$ cat src/rtl/mem_writer_pkg.sv
// Shared definitions for the mem_writer result flush path: FSM state
// encoding and the default dot-product result width.
package mem_writer_pkg;

    typedef enum logic [1:0] {
        IDLE  = 2'd0,
        WRITE = 2'd1,
        DONE  = 2'd2
    } writer_state_e;

    // Plain constants used by the state register so it stays a bare vector
    localparam logic [1:0] ST_IDLE  = IDLE;
    localparam logic [1:0] ST_WRITE = WRITE;
    localparam logic [1:0] ST_DONE  = DONE;

    localparam int RESULT_COUNT_WIDTH = 3;

    function automatic int calc_result_width(input int data_width, input int vector_width);
        return 2 * data_width + $clog2(vector_width);
    endfunction

endpackage

$ cat src/rtl/result_fifo.sv
// Small circular FIFO buffering truncated results until the next flush.
// Pushes while full are dropped; the head is read straight from storage.
module result_fifo #(
    parameter int DATA_WIDTH = 8,
    parameter int DEPTH      = 4
) (
    input  logic                         clk,
    input  logic                         rst_n,
    input  logic                         push,
    input  logic [DATA_WIDTH-1:0]        push_data,
    input  logic                         pop,
    output logic [DATA_WIDTH-1:0]        head,
    output logic [$clog2(DEPTH+1)-1:0]   count,
    output logic                         full,
    output logic                         empty
);

    localparam int PTR_W = (DEPTH > 1) ? $clog2(DEPTH) : 1;
    localparam int CNT_W = $clog2(DEPTH + 1);
    localparam logic [PTR_W-1:0] PTR_LAST = PTR_W'(DEPTH - 1);

    logic [DATA_WIDTH-1:0] mem [DEPTH];
    logic [PTR_W-1:0]      wr_ptr;
    logic [PTR_W-1:0]      rd_ptr;
    logic                  push_ok;
    logic                  pop_ok;

    assign full    = (count == CNT_W'(DEPTH));
    assign empty   = (count == '0);
    assign push_ok = push && !full;
    assign pop_ok  = pop && !empty;
    assign head    = mem[rd_ptr];

    always_ff @(posedge clk) begin
        if (push_ok) begin
            mem[wr_ptr] <= push_data;
        end
    end

    // Pointers wrap explicitly so non-power-of-two depths work too
    always_ff @(posedge clk) begin
        if (!rst_n) begin
            wr_ptr <= '0;
            rd_ptr <= '0;
            count  <= '0;
        end else begin
            if (push_ok) begin
                wr_ptr <= (wr_ptr == PTR_LAST) ? '0 : wr_ptr + 1'b1;
            end
            if (pop_ok) begin
                rd_ptr <= (rd_ptr == PTR_LAST) ? '0 : rd_ptr + 1'b1;
            end
            case ({push_ok, pop_ok})
                2'b10:   count <= count + 1'b1;
                2'b01:   count <= count - 1'b1;
                default: count <= count;
            endcase
        end
    end

endmodule

$ cat src/rtl/mem_writer.sv
// Buffers dot-product results on rising edges of result_valid and, on a
// rising edge of processing_done, streams them out to memory one word per cycle.
module mem_writer
    import mem_writer_pkg::*;
#(
    parameter int DATA_WIDTH   = 8,
    parameter int VECTOR_WIDTH = 4,
    parameter int ADDR_WIDTH   = 4,
    parameter int MEM_SIZE     = 64,
    parameter int RESULT_WIDTH = calc_result_width(DATA_WIDTH, VECTOR_WIDTH)
) (
    input  logic                          clk,
    input  logic                          rst_n,
    input  logic [RESULT_WIDTH-1:0]       dot_product_result,
    input  logic                          result_valid,
    input  logic                          processing_done,
    output logic                          write_en,
    output logic [ADDR_WIDTH-1:0]         write_address,
    output logic [DATA_WIDTH-1:0]         data_in,
    output logic                          writer_busy,
    output logic                          writer_done,
    output logic [RESULT_COUNT_WIDTH-1:0] result_count
);

    localparam int ADDR_SPAN = (MEM_SIZE < (1 << ADDR_WIDTH)) ? MEM_SIZE : (1 << ADDR_WIDTH);
    localparam logic [ADDR_WIDTH-1:0] ADDR_LAST = ADDR_WIDTH'(ADDR_SPAN - 1);
    localparam int CNT_W = $clog2(VECTOR_WIDTH + 1);

    logic [1:0]            state;
    logic                  valid_q;
    logic                  done_q;
    logic                  push_evt;
    logic                  flush_evt;
    logic                  pop;
    logic                  last_entry;
    logic [DATA_WIDTH-1:0] fifo_head;
    logic [CNT_W-1:0]      fifo_count;
    logic                  fifo_full;
    logic                  fifo_empty;
    logic [ADDR_WIDTH-1:0] addr_cnt;
    logic [ADDR_WIDTH-1:0] addr_hold;
    logic [DATA_WIDTH-1:0] data_hold;

    if (RESULT_WIDTH > DATA_WIDTH) begin : g_trunc
        logic unused_upper_bits;
        assign unused_upper_bits = ^dot_product_result[RESULT_WIDTH-1:DATA_WIDTH];
    end

    always_ff @(posedge clk) begin
        if (!rst_n) begin
            valid_q <= 1'b0;
            done_q  <= 1'b0;
        end else begin
            valid_q <= result_valid;
            done_q  <= processing_done;
        end
    end

    assign push_evt  = result_valid && !valid_q;
    assign flush_evt = processing_done && !done_q;
    assign pop       = (state == ST_WRITE) && !fifo_empty;

    // A push landing on the final pop keeps the flush going one more word
    assign last_entry = (fifo_count == CNT_W'(1)) && !(push_evt && !fifo_full);

    result_fifo #(
        .DATA_WIDTH (DATA_WIDTH),
        .DEPTH      (VECTOR_WIDTH)
    ) u_fifo (
        .clk       (clk),
        .rst_n     (rst_n),
        .push      (push_evt),
        .push_data (dot_product_result[DATA_WIDTH-1:0]),
        .pop       (pop),
        .head      (fifo_head),
        .count     (fifo_count),
        .full      (fifo_full),
        .empty     (fifo_empty)
    );

    always_ff @(posedge clk) begin
        if (!rst_n) begin
            state <= ST_IDLE;
        end else begin
            case (state)
                ST_IDLE: begin
                    if (flush_evt) begin
                        state <= (fifo_count != '0) ? ST_WRITE : ST_DONE;
                    end
                end
                ST_WRITE: begin
                    if (last_entry) begin
                        state <= ST_DONE;
                    end
                end
                ST_DONE:  state <= ST_IDLE;
                default:  state <= ST_IDLE;
            endcase
        end
    end

    // Hold registers keep the last written word visible between flushes
    always_ff @(posedge clk) begin
        if (!rst_n) begin
            addr_cnt  <= '0;
            addr_hold <= '0;
            data_hold <= '0;
        end else if (pop) begin
            addr_hold <= addr_cnt;
            data_hold <= fifo_head;
            addr_cnt  <= (addr_cnt == ADDR_LAST) ? '0 : addr_cnt + 1'b1;
        end
    end

    assign write_en      = (state == ST_WRITE);
    assign writer_busy   = (state == ST_WRITE);
    assign writer_done   = (state == ST_DONE);
    assign write_address = write_en ? addr_cnt : addr_hold;
    assign data_in       = write_en ? fifo_head : data_hold;
    assign result_count  = RESULT_COUNT_WIDTH'(fifo_count);

endmodule

$ cat config.mk
export PLATFORM = sky130hd
export DESIGN_NAME = mem_writer
export DESIGN_NICKNAME = d
export VERILOG_FILES = /design/src/rtl/mem_writer_pkg.sv /design/src/rtl/result_fifo.sv /design/src/rtl/mem_writer.sv
export SDC_FILE = /design/constraint.sdc
export NUM_CORES = 1
export LEC_CHECK = 0
export ABC_AREA = 1
export ABC_CLOCK_PERIOD_IN_PS = 2100
export BUFFER_PORTS_ARGS = -buffer_cell sky130_fd_sc_hd__buf_4
export CORE_ASPECT_RATIO = 1.1
export CORE_MARGIN = 2
export CORE_UTILIZATION = 51
export DETAILED_ROUTE_END_ITERATION = 10
export GPL_ROUTABILITY_DRIVEN = 1
export PLACE_DENSITY = 0.84
export SLEW_MARGIN = 25
export SYNTH_ARGS = -nofsm -noshare
export SYNTH_HDL_FRONTEND = slang
export SYNTH_SLANG_ARGS = --single-unit
export TNS_END_PERCENT = 50
$ cat constraint.sdc
create_clock -name clk -period 2.1 [get_ports clk]
set_clock_uncertainty 0.15 [all_clocks]
set_input_delay 0.105 -clock clk [delete_from_list [all_inputs] [get_ports clk]]
set_output_delay 0.105 -clock clk [all_outputs]
set_load 0.02 [all_outputs]
==> impl_metrics.csv <==
group,metric,value,unit
detailed_routing,routed.top_layer,"met4",
die,die-area,5910,um^2
clock_tree,htreeDepth,3,
clock_tree,cts_buffers,9,
placement,dp_hpwl,3.22,mm
worst_hold_path,hold_path.startpoint,"addr_hold[0]$_SDFFE_PN0P_",
detailed_routing,first_iter_violations,93,
clock_tree,cts.reportedPaths.clkPinSlew,0.07,ns
sta,tns,0,ns
setup_path,worstPathRequired,2.19,ns
run_status,status,"complete, no violations",
synthesis,synth_area_per_cell,8.85,um^2
setup_path,rrSetupSlack,0.18,ns
synthesis,yosysTopAreaCellShare,35.5,%
sta,max_freq,522,MHz
power_and_ir_drop,peakVddDrop,0.552,mV
detailed_routing,ant_nets,0,
synthesis,ys.flop_type,"edfxtp_1",
run,max_cap_viol_count,0,
synthesis,synth_area,2710,um^2
sta,finalHoldViolCount,0,
layout,area_growth,21.8,%
sta,max_slew_margin,78.9,%
synthesis,syn-num-nets,339,
detailed_routing,wl_met1,2.22,mm
detailed_routing,wirelength,4.94,mm
setup_path,reg2reg_from,"u_fifo.count[0]$_SDFFE_PN0P_",
detailed_routing,viasPerCell,4.94,
sta,drv_slew,0,
die,die_w,73.5,um
clock_tree,clkLatencyLatePin,0.35,ns
setup_path,path_class,"flip-flop to flip-flop",
layout,fin_util,65.1,%
sta,worstMarginPinSlew,0.315,ns
global_route,overflow,0,
detailed_routing,wire_per_inst,11.8,um
synthesis,synthCells,306,
die,rows,27,
global_route,grt_max_degree,23,
detailed_routing,drcViolationCount,0,
setup_path,crit_path_start_kind,"flip-flop",
placement,port_buffers,29,
setup_path,crit_fanout,4,
synthesis,synth-edff-count,32,
setup_path,r2r_cells,10,
layout,insertedDiodeCount,0,
synthesis,yosys.area.top_type,"edfxtp_1",
power_and_ir_drop,power,2730,uW
clock_tree,cts_buffer_depth,2,
synthesis,ys_types,23,
synthesis,synthTopCellsByCount,"94 x nand2_1, 32 x edfxtp_1, 29 x dfxtp_1, 29 x inv_1, 26 x nor2_1",
worst_hold_path,worst_hold_path_type,"flip-flop to flip-flop",
detailed_routing,vias,2070,
sta,finalCritPeriodShare,91.3,%
worst_hold_path,hold_end,"addr_hold[0]$_SDFFE_PN0P_",
detailed_routing,firstDrtPassIters,4,
detailed_routing,met3_length,239,um
die,start_util,53.5,%
power_and_ir_drop,leakage,0.00146,uW
clock_tree,cts_root_buffer,"clkbuf_8",
synthesis,synth-seq-cells,61,
clock_tree,cts-resized-gates,0,
sta,period_minus_slack,1.92,ns
global_route,grt_pass1_wl,8.25,mm
die,coreArea,5070,um^2
setup_path,worstPathArrival,2.01,ns
synthesis,yosysWarnings,0,
layout,drive_gt1_share,18.0,%
synthesis,synth_area_leaders,"edfxtp_1 35%, dfxtp_1 21%, nand2_1 13%",
placement,finalWeightedCongestion,0.843,
clock_tree,clkSinkCount,61,
die,die_y,80.4,um
detailed_routing,dr_wl_met2,2.42,mm
global_route,grt_pass1_vias,1890,
die,ios,40,
power_and_ir_drop,power_density,827,nW/um^2
global_route,antenna_found_initial,0,
synthesis,async_flop_share,0,%
global_route,grt_use_total,18.9,%
synthesis,yosysMostFrequentCell,"nand2_1",
setup_path,r2r_end,"u_fifo.count[2]$_SDFFE_PN0P_",
worst_hold_path,min_path_cells,2,
setup_path,endpoint_kind,"flip-flop",
sta,setup_violations,0,
synthesis,ys_seq_area_share,56.9,%
layout,nets,389,
sta,rsz0062_at_grt,"no",
clock_tree,cts_tree,"done",
## worst max-delay path by stage
stage                                   end  cells past startpoint  slack [ns]                    startpoint
2_1_floorplan  u_fifo.count[2]$_SDFFE_PN0P_                     10        0.03  u_fifo.count[0]$_SDFFE_PN0P_
3_3_place_gp   u_fifo.count[2]$_SDFFE_PN0P_                     11        0.25  u_fifo.count[0]$_SDFFE_PN0P_
3_5_place_dp   u_fifo.count[2]$_SDFFE_PN0P_                     10        0.18  u_fifo.count[0]$_SDFFE_PN0P_
4_1_cts        u_fifo.count[2]$_SDFFE_PN0P_                     10        0.16  u_fifo.count[0]$_SDFFE_PN0P_
5_1_grt        u_fifo.count[2]$_SDFFE_PN0P_                     11        0.03  u_fifo.count[0]$_SDFFE_PN0P_
6_report       u_fifo.count[2]$_SDFFE_PN0P_                     10        0.18  u_fifo.count[0]$_SDFFE_PN0P_
## stage by stage
step                      std cells  setup WS [ns]  hold WS (ns)  cell area (um^2)
final                           419          0.183         0.323              3300
after global routing            419         0.0281         0.334              3300
after CTS                       419          0.163         0.322              3300
after detailed placement        390          0.181         0.158              3000
after global placement          390          0.253         0.155              3000
after floorplan                 306         0.0314        0.0485              2710
## report_power, final
group	total [uW]	switching (uW)	internal [uW]
sequential	1360	38.2	1320
combinational	483	294	189
clock	883	454	429
## what timing repair did
action,4_1_cts,5_1_grt
endpoints found under the hold margin,57,0
hold buffers,13,0
buffers inserted,0,0
## layer usage
| metal | up-vias | track usage, % |
|---|---|---|
| met2 | 45 | 31.3 |
| met4 | 0 | 6.55 |
| met3 | 5 | 8.03 |
| met5 | - | 0 |
| met1 | 935 | 21.8 |
| li1 | 1085 | - |
## area by class of cell
class / instances / area, um^2
Clock inverter: 5 / 37.5
Clock buffer: 11 / 131
Timing Repair Buffer: 51 / 415
Inverter: 33 / 124
Tap cell: 58 / 72.6
Multi-Input combinational cell: 200 / 976
Fill cell: 386 / 1770
Sequential cell: 61 / 1540
## worst max-delay path: stages (launching register included)
cell and delay, ns:
dfxtp_1 0.38, inv_1 0.10, ha_1 0.23, nand2_1 0.08, nand3_1 0.10, ha_1 0.26
or2_2 0.32, nand3_1 0.07, nand2_1 0.05, inv_1 0.05, nor2_1 0.04
## cell usage in the layout (no fill, tap or decap), types with 3 or more instances in the layout
cell	Yosys	routed
buf_4	2	38
nand2_2	3	3
ha_1	11	11
inv_2	4	4
a21oi_1	14	14
o21ai_1	14	14
nand2_1	94	94
clkbuf_8	0	9
o21ai_0	4	4
dlygate4sd3_1	0	13
nand3_1	23	23
inv_1	29	29
nor2_1	26	26
edfxtp_1	32	32
dfxtp_1	29	29
## flip-flops by register name, indices dropped and copies added (netlist names), named ones only
register       flops
data_hold          8
addr_hold          4
u_fifo.rd_ptr      2
addr_cnt           4
done_q             1
u_fifo.count       3
u_fifo.wr_ptr      2
valid_q            1
u_fifo.mem        32
state              2
## cells by family after synthesis
family,share of synthesized area [%]
buffers and inverters,7.07
flip-flops,56.9
AO/OA/AOI/OAI,6.79
XOR/XNOR,0.647
adder cells (fa/ha/maj),5.08
AND/OR/NAND/NOR,23.5
Note: power is estimated with default switching activity, not from simulation.
